--- config.mk ---
export PLATFORM = sky130hd
export DESIGN_NAME = rv_multicycle_core
export DESIGN_NICKNAME = d
export VERILOG_FILES = /design/src/rtl/rv_pkg.sv /design/src/rtl/rv_regfile.sv /design/src/rtl/rv_multicycle_core.sv
export SDC_FILE = /design/constraint.sdc
export NUM_CORES = 2
export LEC_CHECK = 0
export ABC_AREA = 1
export BUFFER_PORTS_ARGS = -buffer_cell sky130_fd_sc_hd__buf_2
export CAP_MARGIN = 15
export CORE_UTILIZATION = 35
export CTS_CLUSTER_DIAMETER = 30
export DETAILED_ROUTE_END_ITERATION = 16
export PLACE_DENSITY = 0.56
export RECOVER_POWER = 100
export SLEW_MARGIN = 5
export SYNTH_ARGS = -nofsm -noshare
export SYNTH_HDL_FRONTEND = slang
export SYNTH_HIERARCHICAL = 1
export SYNTH_SLANG_ARGS = --single-unit
--- constraint.sdc ---
create_clock -name clk -period 3.6 [get_ports clk]
set_input_delay 0.18 -clock clk [delete_from_list [all_inputs] [get_ports clk]]
set_output_delay 0.18 -clock clk [all_outputs]
set_load 0.05 [all_outputs]
--- src/rtl/rv_pkg.sv ---
// ============================================================================
// Module      : rv_pkg
// Description : Shared opcodes, funct3 codes, FSM state and ALU op encodings
//               for the multi-cycle RV32I-subset core.
// Revision    : 1.0 - initial release
// ============================================================================
`default_nettype none

package rv_pkg;

    localparam logic [6:0] OP_IMM = 7'b0010011;
    localparam logic [6:0] OP     = 7'b0110011;
    localparam logic [6:0] LUI    = 7'b0110111;
    localparam logic [6:0] AUIPC  = 7'b0010111;
    localparam logic [6:0] JAL    = 7'b1101111;
    localparam logic [6:0] BRANCH = 7'b1100011;

    localparam logic [2:0] F3_ADD  = 3'b000;
    localparam logic [2:0] F3_SLL  = 3'b001;
    localparam logic [2:0] F3_SLT  = 3'b010;
    localparam logic [2:0] F3_SLTU = 3'b011;
    localparam logic [2:0] F3_XOR  = 3'b100;
    localparam logic [2:0] F3_SR   = 3'b101;
    localparam logic [2:0] F3_OR   = 3'b110;
    localparam logic [2:0] F3_AND  = 3'b111;

    localparam logic [2:0] F3_BEQ  = 3'b000;
    localparam logic [2:0] F3_BNE  = 3'b001;
    localparam logic [2:0] F3_BLT  = 3'b100;
    localparam logic [2:0] F3_BGE  = 3'b101;
    localparam logic [2:0] F3_BLTU = 3'b110;
    localparam logic [2:0] F3_BGEU = 3'b111;

    typedef enum logic [2:0] {
        FETCH = 3'd0,
        WAIT  = 3'd1,
        EXEC  = 3'd2,
        WB    = 3'd3,
        TRAP  = 3'd4
    } state_t;

    typedef enum logic [3:0] {
        ALU_ADD   = 4'd0,
        ALU_SUB   = 4'd1,
        ALU_SLL   = 4'd2,
        ALU_SLT   = 4'd3,
        ALU_SLTU  = 4'd4,
        ALU_XOR   = 4'd5,
        ALU_SRL   = 4'd6,
        ALU_SRA   = 4'd7,
        ALU_OR    = 4'd8,
        ALU_AND   = 4'd9,
        ALU_PASSB = 4'd10
    } alu_op_t;

endpackage

`default_nettype wire

--- src/rtl/rv_regfile.sv ---
// ============================================================================
// Module      : rv_regfile
// Description : Architectural register file, two async reads, one sync write,
//               x0 hardwired to zero, synchronous clear on rst.
// Revision    : 1.0 - initial release
// ============================================================================
`default_nettype none

module rv_regfile #(
    parameter int XLEN  = 32,
    parameter int NREGS = 32
) (
    input  logic            clk,
    input  logic            rst,
    input  logic [4:0]      i_raddr1,
    output logic [XLEN-1:0] o_rdata1,
    input  logic [4:0]      i_raddr2,
    output logic [XLEN-1:0] o_rdata2,
    input  logic            i_we,
    input  logic [4:0]      i_waddr,
    input  logic [XLEN-1:0] i_wdata
);

    localparam int c_AW = $clog2(NREGS);

    logic [XLEN-1:0] r_regs [NREGS];

    always_ff @(posedge clk) begin
        if (rst) begin
            for (int i = 0; i < NREGS; i++) begin
                r_regs[i] <= '0;
            end
        end else if (i_we && (i_waddr != 5'd0) && (int'(i_waddr) < NREGS)) begin
            r_regs[i_waddr[c_AW-1:0]] <= i_wdata;
        end
    end

    // Out-of-range indices read as zero; the core traps on them anyway
    assign o_rdata1 = ((i_raddr1 == 5'd0) || (int'(i_raddr1) >= NREGS)) ? '0
                    : r_regs[i_raddr1[c_AW-1:0]];
    assign o_rdata2 = ((i_raddr2 == 5'd0) || (int'(i_raddr2) >= NREGS)) ? '0
                    : r_regs[i_raddr2[c_AW-1:0]];

endmodule

`default_nettype wire

--- src/rtl/rv_multicycle_core.sv ---
// ============================================================================
// Module      : rv_multicycle_core
// Description : Multi-cycle RV32I-subset core (FETCH/WAIT/EXEC/WB, sticky TRAP).
//               Define RV_CORE_CTRL_EN to enable JAL and conditional branches.
// Revision    : 1.0 - initial release
// ============================================================================
`default_nettype none

module rv_multicycle_core
    import rv_pkg::*;
#(
    parameter int              XLEN     = 32,
    parameter int              NREGS    = 32,
    parameter logic [XLEN-1:0] RESET_PC = '0,
    parameter logic [XLEN-1:0] PC_LIMIT = '0
) (
    input  logic            clk,
    input  logic            rst,
    output logic [XLEN-1:0] imem_addr,
    input  logic [31:0]     imem_rdata,
    output logic [XLEN-1:0] result,
    output logic            retire,
    output logic            trap
);

    localparam int              c_SHW  = $clog2(XLEN);
    localparam logic [XLEN-1:0] c_FOUR = XLEN'(4);

    state_t          r_state, w_state_nxt;
    logic [XLEN-1:0] r_pc, r_alu, r_next_pc, r_result;
    logic [4:0]      r_rd;
    logic            r_wen;

    logic [6:0]      w_opcode, w_funct7;
    logic [4:0]      w_rd, w_rs1, w_rs2;
    logic [2:0]      w_funct3;
    logic [XLEN-1:0] w_rs1_data, w_rs2_data, w_imm_i, w_imm_u;
    logic [XLEN-1:0] w_op_a, w_op_b, w_alu, w_seq_pc, w_next_pc;
    logic [c_SHW-1:0] w_shamt;
    alu_op_t         w_alu_op;
    logic            w_wen, w_illegal, w_use_rd, w_use_rs1, w_use_rs2;
    logic            w_shift_ok, w_misalign, w_rf_we;
`ifdef RV_CORE_CTRL_EN
    logic            w_jump, w_branch, w_br_cond, w_taken;
    logic [XLEN-1:0] w_imm_b, w_imm_j, w_target;
`endif

    // The ROM word is valid throughout EXEC and is decoded directly there
    assign w_opcode = imem_rdata[6:0];
    assign w_rd     = imem_rdata[11:7];
    assign w_funct3 = imem_rdata[14:12];
    assign w_rs1    = imem_rdata[19:15];
    assign w_rs2    = imem_rdata[24:20];
    assign w_funct7 = imem_rdata[31:25];
    assign w_imm_i  = XLEN'($signed(imem_rdata[31:20]));
    assign w_imm_u  = XLEN'($signed({imem_rdata[31:12], 12'b0}));
    assign w_shift_ok = ~imem_rdata[31] && (imem_rdata[29:c_SHW+20] == '0);

    rv_regfile #(
        .XLEN  (XLEN),
        .NREGS (NREGS)
    ) u_regfile (
        .clk      (clk),
        .rst      (rst),
        .i_raddr1 (w_rs1),
        .o_rdata1 (w_rs1_data),
        .i_raddr2 (w_rs2),
        .o_rdata2 (w_rs2_data),
        .i_we     (w_rf_we),
        .i_waddr  (r_rd),
        .i_wdata  (r_alu)
    );

    always_comb begin
        w_alu_op  = ALU_ADD;
        w_op_a    = w_rs1_data;
        w_op_b    = w_imm_i;
        w_wen     = 1'b0;
        w_illegal = 1'b0;
        w_use_rd  = 1'b0;
        w_use_rs1 = 1'b0;
        w_use_rs2 = 1'b0;
`ifdef RV_CORE_CTRL_EN
        w_jump    = 1'b0;
        w_branch  = 1'b0;
`endif
        case (w_opcode)
            OP_IMM: begin
                {w_use_rd, w_use_rs1, w_wen} = 3'b111;
                case (w_funct3)
                    F3_ADD:  w_alu_op = ALU_ADD;
                    F3_SLT:  w_alu_op = ALU_SLT;
                    F3_SLTU: w_alu_op = ALU_SLTU;
                    F3_XOR:  w_alu_op = ALU_XOR;
                    F3_OR:   w_alu_op = ALU_OR;
                    F3_AND:  w_alu_op = ALU_AND;
                    F3_SLL: begin
                        w_alu_op  = ALU_SLL;
                        w_illegal = imem_rdata[30] || !w_shift_ok;
                    end
                    default: begin
                        w_alu_op  = imem_rdata[30] ? ALU_SRA : ALU_SRL;
                        w_illegal = !w_shift_ok;
                    end
                endcase
            end
            OP: begin
                {w_use_rd, w_use_rs1, w_use_rs2, w_wen} = 4'b1111;
                w_op_b    = w_rs2_data;
                w_illegal = !((w_funct7 == 7'h00) ||
                              ((w_funct7 == 7'h20) &&
                               ((w_funct3 == F3_ADD) || (w_funct3 == F3_SR))));
                case (w_funct3)
                    F3_ADD:  w_alu_op = imem_rdata[30] ? ALU_SUB : ALU_ADD;
                    F3_SLL:  w_alu_op = ALU_SLL;
                    F3_SLT:  w_alu_op = ALU_SLT;
                    F3_SLTU: w_alu_op = ALU_SLTU;
                    F3_XOR:  w_alu_op = ALU_XOR;
                    F3_SR:   w_alu_op = imem_rdata[30] ? ALU_SRA : ALU_SRL;
                    F3_OR:   w_alu_op = ALU_OR;
                    default: w_alu_op = ALU_AND;
                endcase
            end
            LUI: begin
                {w_use_rd, w_wen} = 2'b11;
                w_alu_op = ALU_PASSB;
                w_op_b   = w_imm_u;
            end
            AUIPC: begin
                {w_use_rd, w_wen} = 2'b11;
                w_op_a = r_pc;
                w_op_b = w_imm_u;
            end
`ifdef RV_CORE_CTRL_EN
            JAL: begin
                {w_use_rd, w_wen, w_jump} = 3'b111;
                w_op_a = r_pc;
                w_op_b = c_FOUR;
            end
            BRANCH: begin
                {w_use_rs1, w_use_rs2, w_branch} = 3'b111;
                w_illegal = (w_funct3 == 3'b010) || (w_funct3 == 3'b011);
            end
`endif
            default: w_illegal = 1'b1;
        endcase
        if ((w_use_rd  && (int'(w_rd)  >= NREGS)) ||
            (w_use_rs1 && (int'(w_rs1) >= NREGS)) ||
            (w_use_rs2 && (int'(w_rs2) >= NREGS))) begin
            w_illegal = 1'b1;
        end
    end

    assign w_shamt = w_op_b[c_SHW-1:0];

    always_comb begin
        case (w_alu_op)
            ALU_ADD:   w_alu = w_op_a + w_op_b;
            ALU_SUB:   w_alu = w_op_a - w_op_b;
            ALU_SLL:   w_alu = w_op_a << w_shamt;
            ALU_SLT:   w_alu = XLEN'($signed(w_op_a) < $signed(w_op_b));
            ALU_SLTU:  w_alu = XLEN'(w_op_a < w_op_b);
            ALU_XOR:   w_alu = w_op_a ^ w_op_b;
            ALU_SRL:   w_alu = w_op_a >> w_shamt;
            ALU_SRA:   w_alu = $unsigned($signed(w_op_a) >>> w_shamt);
            ALU_OR:    w_alu = w_op_a | w_op_b;
            ALU_AND:   w_alu = w_op_a & w_op_b;
            ALU_PASSB: w_alu = w_op_b;
            default:   w_alu = w_op_a + w_op_b;
        endcase
    end

    // Wrap only ever redirects sequential flow, never a taken target
    always_comb begin
        if ((PC_LIMIT != '0) && (r_pc >= PC_LIMIT)) begin
            w_seq_pc = RESET_PC;
        end else begin
            w_seq_pc = r_pc + c_FOUR;
        end
    end

`ifdef RV_CORE_CTRL_EN
    assign w_imm_b = XLEN'($signed({imem_rdata[31], imem_rdata[7], imem_rdata[30:25],
                                    imem_rdata[11:8], 1'b0}));
    assign w_imm_j = XLEN'($signed({imem_rdata[31], imem_rdata[19:12], imem_rdata[20],
                                    imem_rdata[30:21], 1'b0}));

    always_comb begin
        case (w_funct3)
            F3_BEQ:  w_br_cond = (w_rs1_data == w_rs2_data);
            F3_BNE:  w_br_cond = (w_rs1_data != w_rs2_data);
            F3_BLT:  w_br_cond = ($signed(w_rs1_data) <  $signed(w_rs2_data));
            F3_BGE:  w_br_cond = ($signed(w_rs1_data) >= $signed(w_rs2_data));
            F3_BLTU: w_br_cond = (w_rs1_data <  w_rs2_data);
            F3_BGEU: w_br_cond = (w_rs1_data >= w_rs2_data);
            default: w_br_cond = 1'b0;
        endcase
    end

    assign w_taken    = w_jump || (w_branch && w_br_cond);
    assign w_target   = r_pc + (w_jump ? w_imm_j : w_imm_b);
    assign w_next_pc  = w_taken ? w_target : w_seq_pc;
    assign w_misalign = w_taken && (w_target[1:0] != 2'b00);
`else
    assign w_next_pc  = w_seq_pc;
    assign w_misalign = 1'b0;
`endif

    always_ff @(posedge clk) begin
        if (rst) begin
            r_state <= FETCH;
        end else begin
            r_state <= w_state_nxt;
        end
    end

    always_comb begin
        case (r_state)
            FETCH:   w_state_nxt = WAIT;
            WAIT:    w_state_nxt = EXEC;
            EXEC:    w_state_nxt = (w_illegal || w_misalign) ? TRAP : WB;
            WB:      w_state_nxt = FETCH;
            TRAP:    w_state_nxt = TRAP;
            default: w_state_nxt = FETCH;
        endcase
    end

    always_comb begin
        retire  = (r_state == WB);
        trap    = (r_state == TRAP);
        w_rf_we = (r_state == WB) && r_wen;
    end

    always_ff @(posedge clk) begin
        if (rst) begin
            r_pc      <= RESET_PC;
            r_alu     <= '0;
            r_next_pc <= RESET_PC;
            r_result  <= '0;
            r_rd      <= '0;
            r_wen     <= 1'b0;
        end else begin
            if (r_state == EXEC) begin
                r_alu     <= w_alu;
                r_next_pc <= w_next_pc;
                r_rd      <= w_rd;
                r_wen     <= w_wen && (w_rd != 5'd0);
            end
            if (r_state == WB) begin
                r_pc <= r_next_pc;
                if (r_wen) begin
                    r_result <= r_alu;
                end
            end
        end
    end

    assign imem_addr = r_pc;
    assign result    = r_result;

endmodule

`default_nettype wire

; ---- After elaboration in Yosys (flattened, before gate mapping)
; Memory sizes are Yosys's and may differ from the RTL's.
; Index checks and enable logic that the tools add are counted.
[totals]
in_bits = 34
mem_count = 1
reg_bits = 137
wordCells = 92
mem_bits_rw = 1024
output_inout_bits = 66
[classes]
eq_ne = 26
magnitude_cmp = 2
reduce_logical = 23
addsub = 3
muxes = 23
n_shift = 3
n_bitwise = 4
[memory_table]
columns = memory, depth, word_bits, rd, rd_clocked_by_memory_dff, write_ports, line
row1 = u_regfile.r_regs, 32, 32, 2, 0, 32, rv_regfile.sv:26  ; logic [XLEN-1:0] r_regs [NREGS];
[op_table]
columns = operator, n
row1 = $pmux 32 s10, 1
row2 = $mux 32, 4
row3 = $lt 32x32->1, 2
row4 = $pmux 32 s2, 1
row5 = $pmux 4 s7, 2
row6 = $add 32x3->32 const B, 1
row7 = $add 32x32->32, 1
row8 = $and 32x32->32, 1
row9 = $or 32x32->32, 1
row10 = $reduce_or 32->1, 1
row11 = $shl 32x5->32, 1
row12 = $shr 32x5->32, 1
row13 = $sshr 32x5->32, 1
row14 = $sub 32x32->32, 1
row15 = $xor 32x32->32, 1
row16 = $eq 7x6->1 const B, 3
row17 = $eq 4x3->1 const B, 4
row18 = $eq 3x3->1 const B, 5
row19 = $logic_not 5->1, 3
row20 = $eq 7x5->1 const B, 2
row21 = $eq 3x2->1 const B, 4
row22 = $eq 4x4->1 const B, 3
row23 = $pmux 3 s4, 1
row24 = $pmux 4 s3, 1
row25 = other kinds (19), 38

; ---- Longest topological paths before layout
[logic_depth]
ltp_word = 8
ltp_mapped = 35
ltp_nobuf = 31

; ---- By module
; Netlist, hierarchy kept.
[modules_own_cells]
columns = module, seq_area_each_um2, area_each_um2, n_inst, cells_per_inst
row1 = rv_regfile, 30749.5, 56525.5, 1, 7252
row2 = rv_multicycle_core, 2742.6, 16190.5, 1, 2819

; ---- Worst setup path after synthesis
; No wires, ideal clock.
[synth_path]
path_kind = input port to flip-flop
from = input imem_rdata[21]
to = register r_alu[25]
setup_ns = 0.109
path_stages = 30
required_time_ns = 3.491
arrival_time_ns = 3.673
path_slack_ns = -0.182
path_buffers = 4
path_cell_list = clkinv_1 clkbuf_1 clkbuf_1 nand3_1 o21ai_0 nand2_1 nand3_1 nor2_1 nor2_1 nand3_1 nand2_2 buf_2 buf_2 ha_1 inv_1 nand2_1 o21ai_0 inv_1 o21ai_0 nand3_1 nand3_1 nand2_1 inv_1 o21ai_0 nand3_1 nand3_1 nor2_1 nand3_1 nand2_1 inv_1
[synth_between]
elab_chain_len = 5
word_cells_on_any_way = 13
cone_classes = add/sub: 2 / shift: 3 / mux: 3 / bitwise: 3 / reduce/logical: 1 / memory: 1
[synth_rtl]
columns = element, line
row1 = from (decl), rv_multicycle_core.sv:20  ; input logic [31:0] imem_rdata,
row2 = $mem_v2 32x32 or $logic_not 5->1 (tied branches), --
row3 = $mux 32 (*), rv_regfile.sv:41  ; assign o_rdata2 = ((i_raddr2 == 5'd0) || (int'(i_raddr2) >= NREGS)) ? '0
row4 = net w_rs2_data[1], rv_multicycle_core.sv:37  ; logic [XLEN-1:0] w_rs1_data, w_rs2_data, w_imm_i, w_imm_u;
row5 = $pmux 32 s2 (*), rv_multicycle_core.sv:87  ; case (w_opcode)
row6 = "$add 32x32->32, or another cell as far along", "rv_multicycle_core.sv:158, rv_multicycle_core.sv:169"
row7 = $pmux 32 s10 (*), rv_multicycle_core.sv:157  ; case (w_alu_op)
row8 = to (signal assigned), rv_multicycle_core.sv:244  ; r_alu <= w_alu;
row9 = to (decl), rv_multicycle_core.sv:30  ; logic [XLEN-1:0] r_pc, r_alu, r_next_pc, r_result;
; Mark *: on every way through the listed nets, which the timed path passes. The rest lies on a longest branch.
; A chain may end at the register's enable or synchronous reset.

==> impl_metrics.env <==
export IMPL_clkTransAtPathRegs_ns=0.04
export IMPL_setup_viol=675
export IMPL_drtAntennaViolNets=0
export IMPL_peakVddDrop_v=0.000549
export IMPL_cts_root_buf="clkbuf_16"
export IMPL_die_x_um=458
export IMPL_final_common_cell="nand2_1"
export IMPL_cp_required_ns=4.38
export IMPL_synth_ff_type="edfxtp_1"
export IMPL_min_path_type="input pin to register"
export IMPL_clk_path_buf_depth=4
export IMPL_ys_warn_count=6
export IMPL_slowest_stage="edfxtp_1"
export IMPL_clock_latency_ns=0.96
export IMPL_register_area_um2=33500
export IMPL_leakage_uw=0.0421
export IMPL_layout_nets=11400
export IMPL_critical_path_max_fanout=4
export IMPL_r2r_end="r_alu[0]"
export IMPL_period_share_pct=110
export IMPL_synthTopCellsByArea="edfxtp_1 42%, nand2_1 14%, nor2_1 11%"
export IMPL_core_area_um2=206000
export IMPL_h_tree_depth=5
export IMPL_place_congestion=1.04
export IMPL_drc=0
export IMPL_grt_total_usage_pct=34.5
export IMPL_post_synth_instance_area_um2=72700
export IMPL_crit_path_start_kind="register"
export IMPL_final_cell_mix="2545 x nand2_1, 1894 x nor2_1, 1325 x nand3_1"
export IMPL_hpwlAfterDp_um=256000
export IMPL_cts_buffers=338
export IMPL_min_delay_start="imem_rdata[14]"
export IMPL_vias=80300
export IMPL_cts_sinks=1161
export IMPL_drv_slew=46
export IMPL_cp_common_cell="nand3_1"
export IMPL_routed_via_density=5.68
export IMPL_fmax_ghz=0.252
export IMPL_grt_ovfl_total=0
export IMPL_r2r_cells=28
export IMPL_place_area_um2=85400
export IMPL_violations="capacitance limit, slew limit, setup timing"
export IMPL_worst_setup_path_type="register to register"
export IMPL_synth_seq_cells=1161
export IMPL_layout_drive_gt1_share_pct=23.8
export IMPL_max_stage_delay_ns=0.41
export IMPL_floorplan_rows=166
export IMPL_grt_pass1_wl_um=527000
export IMPL_first_iter_violations=11600
export IMPL_yosysTopAreaCell="edfxtp_1"
export IMPL_io_pins=100
export IMPL_synth_avg_cell_area_um2=7.22
export IMPL_synth_edf_count=1024
export IMPL_routedWlPerCell_um=26.3
export IMPL_start_util_pct=35.4
export IMPL_synth_top_area_share_pct=42.3
export IMPL_synthCells=10100
export IMPL_finalHoldViolations=0
export IMPL_crit_path_end_kind="register"
export IMPL_fin_util_pct=48.7
export IMPL_multi_input_area_um2=37200
export IMPL_ys_seq_area_share_pct=46.1
export IMPL_synth_cell_types=60
export IMPL_status="finished, violations left"
export IMPL_period_minus_slack_ns=3.96
export IMPL_cts_tree="built"
export IMPL_r2r_start="u_regfile/r_regs[31][28]"
export IMPL_grt_pass1_vias=75800
export IMPL_synthArstFlopShare_pct=0
export IMPL_grt_max_degree=69
export IMPL_antenna_found_initial=14
export IMPL_setup_slack_ns=-0.362
export IMPL_arrival_ns=4.75
export IMPL_min_to="r_state[2]"
export IMPL_port_buffers=99
export IMPL_fillCellCount=19900
export IMPL_wl_um=372000
export IMPL_worstMarginPinSlew_ns=3.17
export IMPL_maxCapViolCount=1
export IMPL_die_area_um2=210000
export IMPL_area_growth_pct=37.6
export IMPL_powerDensity_nw_per_um2=540
export IMPL_clock_skew_ns=0.0784
export IMPL_die_h_um=458
export IMPL_rsz0062_at_grt="true"
export IMPL_drtPass1Iterations=6
export IMPL_ff2ff_setup_slack_ns=-0.36
export IMPL_max_slew_margin_pct=-111
export IMPL_stdcell_area_um2=100000
export IMPL_whs_path_depth=6
## flip-flops by register name, summed over array words and instances, names as in the netlist
signal / count
result: 32
r_state: 3
u_regfile/r_regs: 1024
r_next_pc: 32
r_alu: 32
r_rd: 5
r_wen: 1
imem_addr: 32
## final cells by class
cell class / count / share of cell area (%)
multi-input combinational: 7654 / 37.2
clock inverter: 194 / 1.86
inverter: 517 / 2.01
timing repair buffer: 1547 / 13.2
antenna: 2 / 0.00500
sequential: 1161 / 33.5
tap: 2688 / 3.36
clock buffer: 391 / 8.83
## stage by stage
stage / std cells / TNS, ns / hold WS [ns] / worst slack (ns) / total power, uW
final: 14200 / -44.17 / 0.102 / -0.362 / 54000
after global routing: 14200 / -75.67 / 0.168 / -0.425 / 55400
after CTS: 14100 / -1.73 / 0.0369 / -0.202 / 53500
after detailed placement: 13500 / -36.75 / 0.434 / -1.48 / 24500
after global placement: 13500 / -36.30 / 0.427 / -1.51 / 24500
after floorplan: 10100 / 0 / 0.315 / 0.00100 / 19700
## metal layers
| layer | global-route usage [%] | vias to the layer above | share of wire [%] |
|---|---|---|---|
| li1 | - | 35500 | - |
| met2 | 52.0 | 5257 | 43 |
| met1 | 45.7 | 38600 | 40 |
| met4 | 20.6 | 4 | 6.8 |
| met3 | 6.81 | 985 | 11 |
| met5 | 0 | - | 0.0070 |
## report_power, final
part / internal, uW / switching [uW]
Combinational: 3710 / 6560
Sequential: 15200 / 329
Clock: 19500 / 8740
## logic make-up (layout without fill, tap and decap cells)
logic type / after synthesis / after routing / synth area share, %
simple gates: 6327 / 6327 / 35.7
buf+inv: 1287 / 2649 / 7.41
other cells: 1 / 34 / 0.00516
xor+xnor: 48 / 48 / 0.578
fa+ha+maj: 100 / 100 / 1.74
compound gates: 1147 / 1147 / 8.54
flops: 1161 / 1161 / 46.1
## timing repair
item	4_1_cts	5_1_grt
pin swaps	225	180
hold buffers	12	0
endpoints found under the setup margin	32	32
setup buffers	83	25
resized for setup	713	276
hold endpoints to repair	85	0
## cell usage after synthesis (all sizes together), types with 33 or more instances
cell type / number
nand2: 2745
nor2: 2068
nand3: 1414
edfxtp: 1024
o21ai: 661
inv: 511
buf: 411
clkbuf: 359
a21oi: 343
dfxtp: 137
ha: 98
o211ai: 52
xor2: 45
nor3: 42
o21a: 36
nand4: 33
## how the worst max path moves through the flow
stage / startpoint / to / depth (start not counted)
final: u_regfile/r_regs[31][28] / r_alu[0] / 28
after global placement: imem_rdata[20] / r_alu[26] / 34
after CTS: u_regfile/r_regs[30][29] / r_alu[0] / 27
after global routing: u_regfile/r_regs[30][17] / r_alu[29] / 30
after floorplan: imem_rdata[20] / r_alu[20] / 29
after detailed placement: imem_rdata[20] / r_alu[26] / 35
## worst max-delay path, delay by kind of cell (launching register included)
family	cells	cell delay (ns)
DFF	1	0.41
and+or+nand+nor	18	2.10
AOI/OAI and AO/OA	2	0.24
adders and majority gates	1	0.29
buffers and inverters	7	0.77
Power figures use the tool's default switching activity.
